`src/rtl/local_memory_controller_pkg.sv`:
```
// Shared types and constants for the local memory controller.
package local_memory_controller_pkg;

  // Per-port FSM: a request is issued from idle and reported complete for one cycle.
  typedef enum logic {
    STATE_IDLE = 1'b0,
    STATE_DONE = 1'b1
  } state_e;

  // Identity of the port that won the last same-bank collision.
  localparam logic PORT_A = 1'b0;
  localparam logic PORT_B = 1'b1;

  // Read data presented whenever a port has nothing valid to return.
  localparam logic [31:0] READ_IDLE_VALUE = '1;

endpackage

```
`src/rtl/local_memory_bank_decode.sv`:
```
// Splits a 24-bit byte address into range flag, bank index and per-macro word address.
module local_memory_bank_decode #(
  parameter int unsigned SramCount     = 4,
  parameter int unsigned SramAddrWidth = 9,
  parameter int unsigned BankW         = 2
) (
  input  logic [23:0]              address_i,
  output logic                     in_range_o,
  output logic [BankW-1:0]         bank_o,
  output logic [SramAddrWidth-1:0] word_o
);

  localparam int unsigned BankBits = $clog2(SramCount);
  localparam int unsigned TopBit   = SramAddrWidth + 2 + BankBits;

  // Byte offset bits [1:0] are ignored; anything above the bank field is out of range.
  always_comb begin
    word_o     = address_i[SramAddrWidth+1:2];
    bank_o     = '0;
    if (SramCount > 1) begin
      bank_o = BankW'(address_i >> (SramAddrWidth + 2));
    end
    in_range_o = ((address_i >> TopBit) == 24'd0);
  end

endmodule

```
`src/rtl/local_memory_controller.sv`:
```
// Two-port arbiter onto SRAM_COUNT single-port SRAM macros; ports on different banks proceed
// in parallel, same-bank collisions alternate between the ports.
module local_memory_controller
  import local_memory_controller_pkg::*;
#(
  parameter int unsigned SRAM_COUNT      = 4,
  parameter int unsigned SRAM_ADDR_WIDTH = 9
) (
  input  logic                                  wb_clk_i,
  input  logic                                  wb_rst_n_i,
  input  logic                                  localMemoryEnable,
  input  logic                                  localMemoryWriteEnable,
  input  logic [23:0]                           localMemoryAddress,
  input  logic [3:0]                            localMemoryByteSelect,
  input  logic [31:0]                           localMemoryDataWrite,
  output logic [31:0]                           localMemoryDataRead,
  output logic                                  localMemoryBusy,
  input  logic                                  coreMemoryEnable,
  input  logic                                  coreMemoryWriteEnable,
  input  logic [23:0]                           coreMemoryAddress,
  input  logic [3:0]                            coreMemoryByteSelect,
  input  logic [31:0]                           coreMemoryDataWrite,
  output logic [31:0]                           coreMemoryDataRead,
  output logic                                  coreMemoryBusy,
  output logic [SRAM_COUNT-1:0]                 sram_csb,
  output logic [SRAM_COUNT-1:0]                 sram_web,
  output logic [4*SRAM_COUNT-1:0]               sram_wmask,
  output logic [SRAM_ADDR_WIDTH*SRAM_COUNT-1:0] sram_addr,
  output logic [32*SRAM_COUNT-1:0]              sram_din,
  input  logic [32*SRAM_COUNT-1:0]              sram_dout
);

  localparam int unsigned BankW = (SRAM_COUNT > 1) ? $clog2(SRAM_COUNT) : 1;

  logic                       a_in_range, b_in_range;
  logic [BankW-1:0]           a_bank, b_bank;
  logic [SRAM_ADDR_WIDTH-1:0] a_word, b_word;

  local_memory_bank_decode #(
    .SramCount    (SRAM_COUNT),
    .SramAddrWidth(SRAM_ADDR_WIDTH),
    .BankW        (BankW)
  ) u_decode_a (
    .address_i (localMemoryAddress),
    .in_range_o(a_in_range),
    .bank_o    (a_bank),
    .word_o    (a_word)
  );

  local_memory_bank_decode #(
    .SramCount    (SRAM_COUNT),
    .SramAddrWidth(SRAM_ADDR_WIDTH),
    .BankW        (BankW)
  ) u_decode_b (
    .address_i (coreMemoryAddress),
    .in_range_o(b_in_range),
    .bank_o    (b_bank),
    .word_o    (b_word)
  );

  state_e           a_state_q, a_state_d, b_state_q, b_state_d;
  logic             last_winner_q;
  logic [BankW-1:0] a_bank_q, b_bank_q;
  logic             a_rd_q, b_rd_q;

  logic a_req, b_req, a_hit, b_hit, collide, grant_a, grant_b, a_issue, b_issue;

  // Arbitration: only a same-bank collision consults the fairness bit. Nothing is issued while
  // reset is held so the macros stay idle during reset.
  always_comb begin
    a_req   = wb_rst_n_i && localMemoryEnable && (a_state_q == STATE_IDLE);
    b_req   = wb_rst_n_i && coreMemoryEnable && (b_state_q == STATE_IDLE);
    a_hit   = a_req && a_in_range;
    b_hit   = b_req && b_in_range;
    collide = a_hit && b_hit && (a_bank == b_bank);
    grant_a = a_hit && (!collide || (last_winner_q == PORT_B));
    grant_b = b_hit && (!collide || (last_winner_q == PORT_A));
    // Out-of-range requests complete without touching a macro.
    a_issue = a_req && (!a_in_range || grant_a);
    b_issue = b_req && (!b_in_range || grant_b);
  end

  // State register for both port FSMs.
  always_ff @(posedge wb_clk_i) begin
    if (!wb_rst_n_i) begin
      a_state_q <= STATE_IDLE;
      b_state_q <= STATE_IDLE;
    end else begin
      a_state_q <= a_state_d;
      b_state_q <= b_state_d;
    end
  end

  // Next state: issue moves to DONE, DONE always returns to IDLE after one cycle.
  always_comb begin
    a_state_d = a_state_q;
    b_state_d = b_state_q;
    unique case (a_state_q)
      STATE_IDLE: if (a_issue) a_state_d = STATE_DONE;
      STATE_DONE: a_state_d = STATE_IDLE;
    endcase
    unique case (b_state_q)
      STATE_IDLE: if (b_issue) b_state_d = STATE_DONE;
      STATE_DONE: b_state_d = STATE_IDLE;
    endcase
  end

  // Remember which bank each port read from and keep the collision fairness bit.
  always_ff @(posedge wb_clk_i) begin
    if (!wb_rst_n_i) begin
      last_winner_q <= PORT_A;
      a_bank_q      <= '0;
      b_bank_q      <= '0;
      a_rd_q        <= 1'b0;
      b_rd_q        <= 1'b0;
    end else begin
      if (a_issue) begin
        a_bank_q <= a_bank;
        a_rd_q   <= a_in_range && !localMemoryWriteEnable;
      end
      if (b_issue) begin
        b_bank_q <= b_bank;
        b_rd_q   <= b_in_range && !coreMemoryWriteEnable;
      end
      if (collide) last_winner_q <= grant_b ? PORT_B : PORT_A;
    end
  end

  // Port outputs: busy until DONE, read data only for an in-range read in DONE.
  always_comb begin
    localMemoryBusy     = localMemoryEnable && (a_state_q != STATE_DONE);
    coreMemoryBusy      = coreMemoryEnable && (b_state_q != STATE_DONE);
    localMemoryDataRead = READ_IDLE_VALUE;
    coreMemoryDataRead  = READ_IDLE_VALUE;
    if ((a_state_q == STATE_DONE) && a_rd_q) localMemoryDataRead = sram_dout[32*a_bank_q +: 32];
    if ((b_state_q == STATE_DONE) && b_rd_q) coreMemoryDataRead = sram_dout[32*b_bank_q +: 32];
  end

  // Macro input muxes; grants never target the same bank, so the order below is arbitrary.
  always_comb begin
    sram_csb   = '1;
    sram_web   = '1;
    sram_wmask = '0;
    sram_addr  = '0;
    sram_din   = '0;
    for (int unsigned i = 0; i < SRAM_COUNT; i++) begin
      if (grant_b && (b_bank == BankW'(i))) begin
        sram_csb[i]                                    = 1'b0;
        sram_web[i]                                    = !coreMemoryWriteEnable;
        sram_wmask[4*i +: 4]                           = coreMemoryByteSelect;
        sram_addr[SRAM_ADDR_WIDTH*i +: SRAM_ADDR_WIDTH] = b_word;
        sram_din[32*i +: 32]                           = coreMemoryDataWrite;
      end else if (grant_a && (a_bank == BankW'(i))) begin
        sram_csb[i]                                    = 1'b0;
        sram_web[i]                                    = !localMemoryWriteEnable;
        sram_wmask[4*i +: 4]                           = localMemoryByteSelect;
        sram_addr[SRAM_ADDR_WIDTH*i +: SRAM_ADDR_WIDTH] = a_word;
        sram_din[32*i +: 32]                           = localMemoryDataWrite;
      end
    end
  end

endmodule

```
`config.mk`:
```
export PLATFORM = sky130hd
export DESIGN_NAME = local_memory_controller
export DESIGN_NICKNAME = d
export VERILOG_FILES = /design/src/rtl/local_memory_controller_pkg.sv /design/src/rtl/local_memory_bank_decode.sv /design/src/rtl/local_memory_controller.sv
export SDC_FILE = /design/constraint.sdc
export NUM_CORES = 1
export LEC_CHECK = 0
export CORE_AREA = 4 4 195 197
export CTS_CLUSTER_SIZE = 40
export DETAILED_ROUTE_END_ITERATION = 10
export DIE_AREA = 0 0 199 201
export GPL_TIMING_DRIVEN = 0
export PLACE_DENSITY = 0.49
export RECOVER_POWER = 50
export SLEW_MARGIN = 20
export SYNTH_ARGS = -nofsm -noshare
export SYNTH_HDL_FRONTEND = slang
export SYNTH_HIERARCHICAL = 1
export SYNTH_SLANG_ARGS = --single-unit
```
`constraint.sdc`:
```
create_clock -name wb_clk_i -period 2.96 [get_ports wb_clk_i]
set_clock_uncertainty 0.2 [all_clocks]
set_input_delay 0.444 -clock wb_clk_i [delete_from_list [all_inputs] [get_ports wb_clk_i]]
set_output_delay 0.444 -clock wb_clk_i [all_outputs]
set_load 0.05 [all_outputs]
```
### Word-level counts from Yosys, hierarchy flattened

Cells that the tools add are included.

| cells by class | value |
|---|---|
| equal/unequal tests | 7 |
| shifts and indexed selects | 2 |
| multiplexer cells | 47 |
| bitwise logic cells | 3 |
| reductions and logical operators | 39 |

Operators with widths:

| cell | number |
|---|---|
| 2-to-1 mux 32 bit | 10 |
| variable part select 128 x 8 -> 32 bit | 2 |
| 2-to-1 mux 9 bit | 8 |
| logical NOT 24 bit | 2 |
| 2-to-1 mux 4 bit | 8 |
| logical AND 1 bit | 26 |
| 2-to-1 mux 1 bit | 19 |
| == test 2 bit (second input constant) | 4 |
| logical NOT 1 bit | 5 |
| == test 2 x 1 -> 1 bit (second input constant) | 2 |
| logical NOT 2 bit | 2 |
| logical OR 1 bit | 4 |
| case mux 1 bit (2 select lines) | 2 |
| inverter 1 bit | 3 |
| == test 2 bit | 1 |

| storage, ports and cells | value |
|---|---|
| register bits after elaboration | 9 |
| bits of input ports | 254 |
| output and inout bits | 254 |
| logic and storage cells | 105 |

### Logic depth before layout (Yosys ltp)

| depth | value |
|---|---|
| word-level depth | 12 |
| gate-level depth with buffers | 8 |
| mapped depth without buffers | 6 |

### Hierarchy

The synthesis kept the hierarchy.

Modules (own cells, without submodules):

| module | times used | cells an instance | area an instance (um^2) | seq. area each (um^2) |
|---|---|---|---|---|
| local_memory_controller | 1 | 433 | 4,515.6 | 180.2 |
| local_memory_bank_decode | 2 | 15 | 106.4 | 0.0 |

### Least setup slack after synthesis

OpenSTA, ideal clock, no wires.

| timing | value |
|---|---|
| path kind | input to output |
| from | input port localMemoryAddress[17] |
| to | output port sram_web[0] |
| data arrival time | 2.685 ns |
| data required time | 2.316 ns |
| path slack | -0.369 ns |
| stages on the path | 7 |
| path buffers | 1 |
| cells stage by stage | nor4_1 > and3_1 > nand4b_2 > nor4b_4 > nor4_2 > clkbuf_1 > a22oi_1 |

| between the ends | value |
|---|---|
| cells in the longest elaborated chain, start to end | 10 |
| elaborated cells between the ends (all ways) | 13 |
| classes of those cells | 2 x mux; 11 x reduce/logical |

RTL lines:

| element | line | text |
|---|---|---|
| start: declaration | local_memory_controller.sv:13 | `input logic [23:0] localMemoryAddress,` |
| logical NOT 24 bit (*) | local_memory_bank_decode.sv:23 | `in_range_o = ((address_i >> TopBit) == 24'd0);` |
| named net a_in_range | local_memory_controller.sv:35 | `logic a_in_range, b_in_range;` |
| logical AND 1 bit (*) | local_memory_controller.sv:73 | `a_hit = a_req && a_in_range;` |
| logical AND 1 bit (2 in series) | local_memory_controller.sv:75 | `collide = a_hit && b_hit && (a_bank == b_bank);` |
| logical NOT 1 bit | local_memory_controller.sv:76, local_memory_controller.sv:77 |  |
| logical OR 1 bit | local_memory_controller.sv:76 | `grant_a = a_hit && (!collide \|\| (last_winner_q == PORT_B));` |
| logical AND 1 bit | local_memory_controller.sv:76 |  |
| logical AND 1 bit | local_memory_controller.sv:153 | `end else if (grant_a && (a_bank == BankW'(i))) begin` |
| 2-to-1 mux 1 bit | local_memory_controller.sv:153 |  |
| 2-to-1 mux 1 bit (*) | local_memory_controller.sv:147 | `if (grant_b && (b_bank == BankW'(i))) begin` |
| end: declaration | local_memory_controller.sv:26 | `output logic [SRAM_COUNT-1:0] sram_web,` |

The timed path passes the listed nets; every way through them passes the cells marked *.

### Worst setup path in the final report

| timing | value |
|---|---|
| from | input port localMemoryAddress[23] |
| to | output port sram_din[89] |

| between the ends | value |
|---|---|
| cells in the longest elaborated chain, start to end | 10 |
| elaborated cells between the ends (all ways) | 13 |
| classes of those cells | 2 x mux; 11 x reduce/logical |

RTL lines:

| element | line | text |
|---|---|---|
| logical NOT 24 bit (*) | local_memory_bank_decode.sv:23 |  |
| named net a_in_range | local_memory_controller.sv:35 |  |
| logical AND 1 bit (*) | local_memory_controller.sv:73 |  |
| logical AND 1 bit (2 in series) | local_memory_controller.sv:75 |  |
| logical NOT 1 bit | local_memory_controller.sv:76, local_memory_controller.sv:77 |  |
| logical OR 1 bit | local_memory_controller.sv:76 |  |
| logical AND 1 bit | local_memory_controller.sv:76 |  |
| logical AND 1 bit | local_memory_controller.sv:153 |  |
| 2-to-1 mux 32 bit | local_memory_controller.sv:153 |  |
| 2-to-1 mux 32 bit (*) | local_memory_controller.sv:147 |  |
| end: declaration | local_memory_controller.sv:29 | `output logic [32*SRAM_COUNT-1:0] sram_din,` |

Marked as above.

==> metrics.txt <==
Mapped Area=4730 sq um; crit path to=sram_din[89]; maximum vdd drop=139 uV; CTS tree=built; cells after synthesis=463; GRT Total Usage=16.3%; xor-xnor portion of the synthesized cell area=0.873%; critical path data required time=2.32 ns; fin nets=1259; compound-cell area share of the yosys netlist=34.3%; status=finished, violations left; clock-pin slew of the registers on the worst-case setup and hold paths=0.04 ns; distinct cell type count after synthesis=28; core area=36300 sq um; final setup margin=-0.338 ns; n_diodes=0; antenna violations before repair=2; worst min path class=reg2reg; Worst Tran Pin Value=0.637 ns; CP Data Arrival Time=2.65 ns; ys flop type=dfxtp_1; largest net degree at the start of global routing=11; Num CTS Buffers=3; Die H=201 microns; total gr overflow=0; Seq/Total Area, Yosys=3.81%; post-layout min period=3.30 ns; share of layout cells above drive strength 1=51.3%; CP startpoint kind=primary input; Max FO, Critical Path=8; Port-buffer cells=481; asr flop ratio synth=0%; launch point of the worst reg-to-reg path=b_state_q; first-pass GRT wire length=49000 microns; Worst Setup SP=localMemoryAddress[23]; Ys Warns=6; Wirelength per Cell=24.7 microns; WHS=0.261 ns; Die W=199 microns; Hold-fix buffers, CTS=0; largest family of logic cells by synthesized area=compound AO/OA/AOI/OAI gates; multiplexer share of the synthesized area=31.5%; Crit Path Category=in2out; mean post-synth cell area=10.2 sq um; PwrDens=96.0 nW/um^2; fin crit share=111%; Max transition margin=57.3%; Pwr Total=1130 uW; Reg2Reg Capture Point=a_bank_q[0]; Hold Fails Final Rpt=0; clk_lat worst skew=0.23 ns; max-slew violation count=0; Post-Route WL=36300 microns; Via density=4.63; dpl ws=-1.59 ns; I/O pin total=508; 1st-iter DRT viols=321; Max-cap violations=0; vias in the first global route=6944; Adder-Cell Fraction of Synth Area=0%; setup TNS=-45.94 ns; RSZ-0062 raised after global routing=true; Root Driver=clkbuf_16; #FFs+latches synth=9; Initial Utilization=13.0%; Simple-Gate Fraction of Synth Area=15.6%; R2R depth=7; drt pass-1 iters=5; Leak=0.00451 uW; clk buf depth=2; Filler Cell Count=3768; Area Growth Syn to Fin=149%; # H-tree levels=1; DP Wirelength=27400 microns; Net Count, Synth=717; die area=40000 sq um; Peak Freq=303 MHz; Post-synth EDFFs=0; final setup vio count=194; crit end category=output pin; DRC viols=0; Via Count=6810; clock sinks=9; reg2reg setup slack=1.06 ns; Final GP Congestion=0.845; Antenna Nets Post-Route=0; Cell Rows=70; failing checks=negative setup slack
report_power, final:
group	internal (uW)	switching (uW)
clock network	180	55.2
logic	476	291
registers	128	2.46
total	784	348
cell type report:
| class | count | area [sq um] | share of cell area [%] |
|---|---|---|---|
| tap | 468 | 586 | 4.96 |
| inverter | 4 | 15.0 | 0.127 |
| clock buffer | 4 | 78.8 | 0.668 |
| buffer | 83 | 891 | 7.55 |
| multi-input combinational | 365 | 4250 | 36.0 |
| sequential | 9 | 180 | 1.53 |
| timing repair buffer | 539 | 5790 | 49.1 |
Yosys cell counts, types with 6 or more instances:
library cell	n	area, sq um
clkbuf_1	20	75.1
dfxtp_1	9	180
nor4_2	8	100
buf_6	28	315
nor2_1	6	22.5
mux4_2	64	1440
buf_2	10	50.1
or2_2	64	400
a22o_1	180	1580
buf_4	27	203
nand2_1	10	37.5
through the flow:
stage	instance area [sq um]	utilization (%)	instances
global route	11800	32.5	1472
CTS	10600	29.3	1452
detailed placement	10200	28.1	1412
finish	11800	32.5	1472
floorplan	4770	-	463
global placement	10200	28.1	1412
placed cells by master, fill, tap and decap left out, types with 10 or more instances in the layout:
cell type        instances
a22o_1                 162
a22o_4                  18
buf_12                  19
buf_2                   12
buf_4                   47
buf_6                  209
buf_8                   24
clkbuf_16               10
clkdlybuf4s50_1        212
dlygate4sd2_1           62
mux4_2                  64
nand2_1                 10
nor4_4                  12
or2_2                   64
sequential cells by signal (all words and copies together), names as in the netlist:
name and count:
a_bank_q 2, b_bank_q 2, a_rd_q 1, a_state_q 1, b_rd_q 1, b_state_q 1
last_winner_q 1
layer usage:
layer	up-vias	track usage [%]	routed length, microns
met5	-	0	13
li1	3026	-	-
met1	3446	21.1	15200
met3	32	2.87	2270
met4	2	2.34	431
met2	304	28.9	18400
repair_timing:
item	in CTS	in global routing
setup endpoints to repair	252	251
buffers inserted	29	27
pin swaps	43	105
gates resized for setup	1268	456
gates cloned	12	9
critical path: stages:
cell and delay [ns]:
dlygate4sd2_1 0.24, nor3_2 0.15, and3_4 0.23, nand4b_4 0.13, nor4b_4 0.28, buf_6 0.13, buf_6 0.12, nor4_4 0.05
buf_6 0.14, buf_12 0.16, buf_8 0.14, a22o_4 0.27, buf_8 0.15
cells by family (layout without fill, tap and decap cells):
group,count (synthesis),in the layout
XOR/XNOR,3,3
flip-flops,9,9
AO/OA/AOI/OAI,186,186
AND/OR/NAND/NOR,107,107
buffers and inverters,89,630
multiplexers,69,69
worst min path at each step:
stage,start,end,slack [ns],depth (start not counted)
global placement,a_rd_q,a_rd_q,0.25,2
detailed placement,a_rd_q,a_rd_q,0.26,2
finish,b_rd_q,b_rd_q,0.26,2
floorplan,a_rd_q,a_rd_q,0.23,2
CTS,a_rd_q,a_rd_q,0.26,2
global route,b_rd_q,b_rd_q,0.29,2
Note: power is estimated with default switching activity, not from simulation.
==> edit: new RTL, config.mk and constraints unchanged <==
Register the input `coreMemoryDataWrite` before use, cleared by the reset. The logic sees it one clock later. The other inputs are not delayed to match.
--- a/src/rtl/local_memory_controller.sv
+++ b/src/rtl/local_memory_controller.sv
@@ -31,6 +31,16 @@
 );
 
   localparam int unsigned BankW = (SRAM_COUNT > 1) ? $clog2(SRAM_COUNT) : 1;
+
+  logic [31:0] coreMemoryDataWrite_q;
+
+  always_ff @(posedge wb_clk_i) begin
+    if (!wb_rst_n_i) begin
+      coreMemoryDataWrite_q <= '0;
+    end else begin
+      coreMemoryDataWrite_q <= coreMemoryDataWrite;
+    end
+  end
 
   logic                       a_in_range, b_in_range;
   logic [BankW-1:0]           a_bank, b_bank;
@@ -149,7 +159,7 @@
         sram_web[i]                                    = !coreMemoryWriteEnable;
         sram_wmask[4*i +: 4]                           = coreMemoryByteSelect;
         sram_addr[SRAM_ADDR_WIDTH*i +: SRAM_ADDR_WIDTH] = b_word;
-        sram_din[32*i +: 32]                           = coreMemoryDataWrite;
+        sram_din[32*i +: 32]                           = coreMemoryDataWrite_q;
       end else if (grant_a && (a_bank == BankW'(i))) begin
         sram_csb[i]                                    = 1'b0;
         sram_web[i]                                    = !localMemoryWriteEnable;
Formal check against the unedited RTL: not equivalent (a bounded check fails within 4 cycles, from zero or initial values and one cycle with wb_rst_n_i low).
==> edit against the unedited design <==
The flow still finishes with violations (setup timing). Synthesized cell count increased by 39%. Combinational power grew 21%. Sequential cell count is 32 higher. Clock power increased to 2.7 times the old value. Final cell count is 12% higher. Power up 92%. Design area increased by 21%. Sequential share of layout area is 4.2 points higher. Via count increased by 16%. Synthesized area grew 18%. Worst setup slack worse by 0.17 ns. Wire length up 21%. Critical path type unchanged. Largest power group unchanged.
==> edit: results (changes against the unedited design) <==
.. list-table::
   :header-rows: 1

   * - Metric
     - Value
   * - Outcome
     - finished with violations
   * - Arrival @ worst endpoint
     - 2.83 ns (+0.18 ns)
   * - Fraction of final layout cells with drive strength greater than 1
     - 59.1% (+7.9 points)
   * - Comb pwr share
     - 42.7% (-25 points)
   * - Final wirelength
     - 43800 um (+21%)
   * - CP peak stage delay
     - 0.61 ns (+0.33 ns)
   * - Overall Global Routing Usage
     - 20.5% (+4.2 points)
   * - Start point of the worst hold path
     - a_rd_q
   * - Number of setup violations in the final report
     - 188 (-3.1%)
   * - Cell types with the highest counts after synthesis
     - 102 x sky130_fd_sc_hd__nand2_1, 90 x sky130_fd_sc_hd__o22ai_1, 64 x sky130_fd_sc_hd__mux4_2, 64 x sky130_fd_sc_hd__or2_2, 49 x sky130_fd_sc_hd__clkbuf_1
   * - Clock input transition at the sequential cells of the worst setup and hold paths
     - 0.06 ns (+0.02 ns)
   * - Length of routed met3 wiring
     - 3600 um (+59%)
   * - Capturing element of the worst setup path
     - sram_din[121]
   * - Beginning of the critical path
     - localMemoryAddress[15]
   * - Violations in the final reports
     - setup timing
   * - Amount of wire on met2 after detailed routing
     - 23000 um (+25%)
   * - Slack of the critical path
     - -0.513 ns (-0.174 ns)
   * - P_leak
     - 4.92 nW (+9.0%)
   * - Internal power of the cells
     - 1.47 mW (+88%)
   * - Final weighted congestion in routability-driven placement
     - 0.840 (-0.63%)
   * - Largest net degree at the start of global routing
     - 14 (+3)
   * - Total nets after synthesis
     - 897 (+25%)
   * - End of the worst register-to-register path
     - a_bank_q[1]
   * - Mapped Avg Cell Area
     - 8.67 um^2 (-15%)
   * - Flop-to-flop setup slack
     - 1.12 ns (+0.06 ns)
   * - Number of levels the H-tree was split into
     - 2 (+1)
   * - Routed metal-1 wire length
     - 16600 um (+8.8%)
   * - Family with the most delay on the worst path
     - simple AND/OR/NAND/NOR gates
   * - Worst setup slack after placement
     - -2.12 ns (-0.535 ns)
   * - Placed standard-cell area
     - 0.0131 mm^2 (+29%)
   * - Worst min-delay path endpoint
     - a_rd_q
   * - Top layer in use
     - met4
   * - Met2 global-route usage
     - 38.8% (+9.9 points)
   * - Netlist cell types
     - 37 (+32%)
   * - Grt met1 use
     - 22.4% (+1.3 points)
-- edit: logic make-up after synthesis --
family	share of synthesized area, %
compound gates	27.8
xor+xnor	0.314
buf+inv	9.83
flops	14.7
mux	26.8
simple gates	20.5
-- edit: what timing repair did --
| action | 4_1_cts | 5_1_grt |
|---|---|---|
| pin swaps | 18 | 18 |
| gates resized for setup | 1173 | 430 |
| setup endpoints to repair | 252 | 252 |
| buffers inserted | 20 | 18 |
| cloned | 9 | 4 |
-- edit: area by class of cell --
| class | count | area, um^2 |
|---|---|---|
| Sequential cell | 41 | 821 |
| Antenna cell | 3 | 7.51 |
| Inverter | 6 | 26.3 |
| Fill cell | 3643 | 22000 |
| Tap cell | 468 | 586 |
| Clock inverter | 2 | 13.8 |
| Buffer | 102 | 958 |
| Clock buffer | 6 | 139 |
| Multi-Input combinational cell | 491 | 6450 |
| Timing Repair Buffer | 527 | 5270 |
